**src/rtl/kanade_mem_pkg.sv**
```systemverilog
// Shared types and constants for the core's RAM arbitration path.
package kanade_mem_pkg;

  localparam int unsigned DATA_W         = 32;
  localparam int unsigned WORD_BYTES     = 4;
  localparam int unsigned RAM_AW_DEFAULT = 30;
  localparam int unsigned STARVE_W       = 4;

  // Owner of the RAM read word arriving in the following cycle
  typedef enum logic [2:0] {
    NONE,
    IF,
    DRD,
    DWR,
    DERR
  } pend_t;

endpackage

```
**src/rtl/mem_arbiter.sv**
```systemverilog
// Single-port RAM arbiter between instruction fetch and data access.
// Data has priority; a starvation counter guarantees fetch progress.
module mem_arbiter
  import kanade_mem_pkg::*;
#(
  parameter int unsigned RAM_AW     = RAM_AW_DEFAULT,
  parameter int unsigned STARVE_MAX = 4
) (
  input  logic              clk,
  input  logic              reset_n,
  input  logic              if_req,
  input  logic [DATA_W-1:0] if_addr,
  output logic              if_gnt,
  output logic              if_rvalid,
  output logic [DATA_W-1:0] if_rdata,
  input  logic              d_req,
  input  logic              d_we,
  input  logic [DATA_W-1:0] d_addr,
  input  logic [DATA_W-1:0] d_wdata,
  output logic              d_gnt,
  output logic              d_done,
  output logic              d_err,
  output logic [DATA_W-1:0] d_rdata,
  output logic [RAM_AW-1:0] ram_address,
  output logic [DATA_W-1:0] ram_data,
  output logic              ram_wren,
  input  logic [DATA_W-1:0] ram_q
);

  localparam int unsigned         LSB        = $clog2(WORD_BYTES);
  localparam logic [STARVE_W-1:0] STARVE_LIM = STARVE_W'(STARVE_MAX);

  pend_t               pend_q, pend_d;
  logic [STARVE_W-1:0] starve_q, starve_d;
  logic [DATA_W-1:0]   if_hold_q, if_hold_d;
  logic [DATA_W-1:0]   d_hold_q, d_hold_d;
  logic                d_aligned;
  logic                unused_addr_bits;

  assign d_aligned        = (d_addr[LSB-1:0] == '0);
  assign unused_addr_bits = ^{if_addr, d_addr};

  always_ff @(posedge clk or negedge reset_n) begin
    if (!reset_n) begin
      pend_q    <= NONE;
      starve_q  <= '0;
      if_hold_q <= '0;
      d_hold_q  <= '0;
    end else begin
      pend_q    <= pend_d;
      starve_q  <= starve_d;
      if_hold_q <= if_hold_d;
      d_hold_q  <= d_hold_d;
    end
  end

  // Grant, RAM drive and next owner for the current cycle
  always_comb begin
    if_gnt      = 1'b0;
    d_gnt       = 1'b0;
    pend_d      = NONE;
    starve_d    = '0;
    ram_address = if_addr[RAM_AW+LSB-1:LSB];
    ram_data    = d_wdata;
    ram_wren    = 1'b0;

    if (reset_n) begin
      if (d_req && (starve_q < STARVE_LIM)) begin
        d_gnt = 1'b1;
      end else if (if_req) begin
        if_gnt = 1'b1;
      end
    end

    if (if_req && !if_gnt) begin
      starve_d = (starve_q >= STARVE_LIM) ? STARVE_LIM : starve_q + STARVE_W'(1);
    end

    if (if_gnt) begin
      pend_d = IF;
    end else if (d_gnt) begin
      ram_address = d_addr[RAM_AW+LSB-1:LSB];
      ram_wren    = d_we && d_aligned;
      if (!d_aligned) begin
        pend_d = DERR;
      end else if (d_we) begin
        pend_d = DWR;
      end else begin
        pend_d = DRD;
      end
    end
  end

  // Return cycle: route the RAM word to whoever was granted last cycle
  always_comb begin
    if_rvalid = (pend_q == IF);
    d_done    = (pend_q == DRD) || (pend_q == DWR) || (pend_q == DERR);
    d_err     = (pend_q == DERR);
    if_rdata  = (pend_q == IF) ? ram_q : if_hold_q;
    d_rdata   = (pend_q == DRD) ? ram_q : d_hold_q;
    if_hold_d = if_rdata;
    d_hold_d  = d_rdata;
  end

endmodule

```
**config.mk**
```make
export PLATFORM = sky130hd
export DESIGN_NAME = mem_arbiter
export DESIGN_NICKNAME = d
export VERILOG_FILES = /design/src/rtl/kanade_mem_pkg.sv /design/src/rtl/mem_arbiter.sv
export SDC_FILE = /design/constraint.sdc
export NUM_CORES = 1
export LEC_CHECK = 0
export ABC_AREA = 0
export CAP_MARGIN = 20
export CORE_AREA = 2 2 103 105
export DETAILED_ROUTE_END_ITERATION = 10
export DIE_AREA = 0 0 105 107
export PLACE_DENSITY = 0.81
export SLEW_MARGIN = 0
export SYNTH_ARGS = -nofsm -noshare
export SYNTH_HDL_FRONTEND = slang
export SYNTH_SLANG_ARGS = --single-unit
```
**constraint.sdc**
```tcl
create_clock -name clk -period 2.4 [get_ports clk]
set_clock_uncertainty 0.1 [all_clocks]
set_input_delay 0.48 -clock clk [delete_from_list [all_inputs] [get_ports clk]]
set_output_delay 0.48 -clock clk [all_outputs]
set_load 0.02 [all_outputs]
```
==> flow_metrics.tcl <==
set metrics [dict create \
    synth_warnings 0 \
    ys_seq_area_frac 0.5251 \
    layout_min_cycle_time_ps 2445 \
    layout_commonest_cell "buf_6" \
    place_ws_ps -530.6 \
    synth.distinct_cells 26 \
    synth_top_area_share 0.5251 \
    place_congestion 0.7468 \
    regArea_mm2 0.001778 \
    drt_iter0_drc 100 \
    area.growth.synth_to_final_pct 94.64 \
    cts-root-buf "clkbuf_8" \
    maxCapViolCount 0 \
    end_kind "primary output" \
    power.density_mw_per_mm2 686.0 \
    nFillCells 766 \
    grt_max_degree 51 \
    final_core_util 0.6525 \
    synthesis.instances 230 \
    rsz0062_at_grt "true" \
    pin_count 265 \
    synth_area_mm2 0.003383 \
    port_buffers 198 \
    slew_violations 0 \
    ff2ff_setup_slack_ps 670 \
    cts_buffers 9 \
    yosysTopAreaCell "dfrtp_1" \
    path_cells "and4bb_2 > buf_6 > buf_12 > buf_16 > mux2_4 > buf_6" \
    routed_via_density 4.642 \
    ant_nets 0 \
    cts_tree "built" \
    worst_ep_arrival_time_ps 1870 \
    core.rowCount 37 \
    wl_mm 12.25 \
    antenna_found_initial 0 \
    tightest_slew_ps 621.3 \
    final_layout_size_suffix_gt1_frac 0.5866 \
    grt_pass1_vias 3016 \
    finalHoldViolCount 0 \
    synth.top_cells.by_area "dfrtp_1 (53%), mux2_2 (30%), buf_4 (7.1%)" \
    finalSetupTns_ps -730.4 \
    ys_seq_elements 71 \
    period_share 1.019 \
    diodes 0 \
    htreeDepth 3 \
    die_h_um 107 \
    cts_hold_buffers 0 \
    dieArea_mm2 0.01124 \
    avgSynthCellArea_um2 14.71 \
    required_ps 1820 \
    fin_ws_ps -45.34 \
    dr.pass1.iters 4 \
    overflow 0 \
    setup_viol 28 \
    power.leakage_uw 0.003103 \
    status "finished with violations" \
    max_stage_delay_ps 380 \
    die_x_um 105 \
    clk_pin_slew_ps 80 \
    path_max_fanout 8 \
    post-route-drc-count 0 \
    multiInputGateArea_mm2 0.001588 \
    cp_common_cell "buf_6" \
    critical-path-slowest-cell "dfrtp_1" \
    synth-async-reset-ratio 1.000 \
    relSlewSlack 0.5858 \
    clock_path_buffers 2 \
    cts.sinks 71 \
    criticalPathCategory "register to primary output" \
    min_path_type "input pin to async pin" \
    wl_per_cell_um 20.48 \
    synth_ff_type "dfrtp_1" \
    vias 2776 \
    core_area_mm2 0.01009 \
    final_nets 591 \
    track_usage 0.1991 \
    place_hpwl_mm 8.023 \
    clk_latency_ps 340 \
    irDropWorstVdd_uv 343.5 \
    violations "setup timing" \
    synth_edf_count 0 \
    dp_cells 539 \
    max_freq_mhz 408.9 \
    synth_fp_nets 364 \
    final_cell_mix "buf_6 (108), clkdlybuf4s50_1 (96), mux2_4 (92)" \
    cp-start-kind "register" \
    fin_cells 598 \
    grt_pass1_wl_mm 17.10 \
    initial_core_util 0.3352 \
]
-- cells by family after synthesis --
kind of cell	synth area share
DFF	0.5251
AOI/OAI and AO/OA	0.007398
other	0.001108
adders and majority gates	0.003698
muxes	0.3180
and+or+nand+nor	0.03921
buffers and inverters	0.1054
-- synth_stat cells, types with 2 or more instances --
master,n
a21oi_1,2
buf_4,32
nor2_1,2
dfrtp_1,71
buf_6,10
mux2_2,89
nor3b_4,2
mux2_4,2
mux2_1,3
-- critical path, delay by kind of cell (launching register included) --
kind / cells / cell delay, ps
buffers and inverters: 4 / 500
flip-flops: 1 / 380
multiplexers: 1 / 300
AND/OR/NAND/NOR: 1 / 330
-- metrics by stage --
| stage | power [uW] | hold slack [ps] | area [um2] |
|---|---|---|---|
| floorplan | 2360 | 84.41 | 3383 |
| CTS | 4043 | 162.8 | 5752 |
| finish | 4518 | 167.1 | 6585 |
| detailed placement | 3140 | 377.3 | 5345 |
| global route | 4718 | 169.4 | 6585 |
| global placement | 3098 | 366.3 | 5345 |
-- timing repair --
action                     CTS  global route
setup buffers               18            19
setup endpoints to repair  100            96
pin swaps                    3             2
resized for setup          512           188
cloned                       5             3
-- flip-flops by register name, indices dropped and copies added, names as in the netlist --
signal,cells
if_hold_q,32
pend_q,3
starve_q,4
d_hold_q,32
-- area by class of cell --
cell class	count	share of cell area
clock inverters	6	0.01045
well taps	136	0.02584
multi-input cells	116	0.2411
clock buffers	10	0.01938
repair buffers	258	0.4326
flip-flops and latches	71	0.2700
inverters	1	0.0005700
-- layer usage --
metal	share of wire	track usage	up-vias
li1	-	-	1227
met1	0.36	0.2203	1381
met2	0.54	0.3534	152
met3	0.076	0.06991	16
met4	0.019	0.07048	0
met5	0	0.009524	-
-- report_power, final --
part           switching, uW  internal, uW  leakage [uW]
clock network            469           488     0.0000973
registers               75.8          1440      0.000872
logic                    860          1180       0.00213
total                   1410          3110       0.00310
-- final timing paths --
kind,startpoint,end,cells past startpoint
max,starve_q[3],ram_address[9],6
min,reset_n,if_hold_q[0],3
max reg2reg,pend_q[2],if_hold_q[25],6
min reg2reg,d_hold_q[1],d_hold_q[1],1
max in group asynchronous,reset_n,if_hold_q[13],4
min in group clk,d_hold_q[1],d_hold_q[1],1
(Power assumes the default switching activity.)
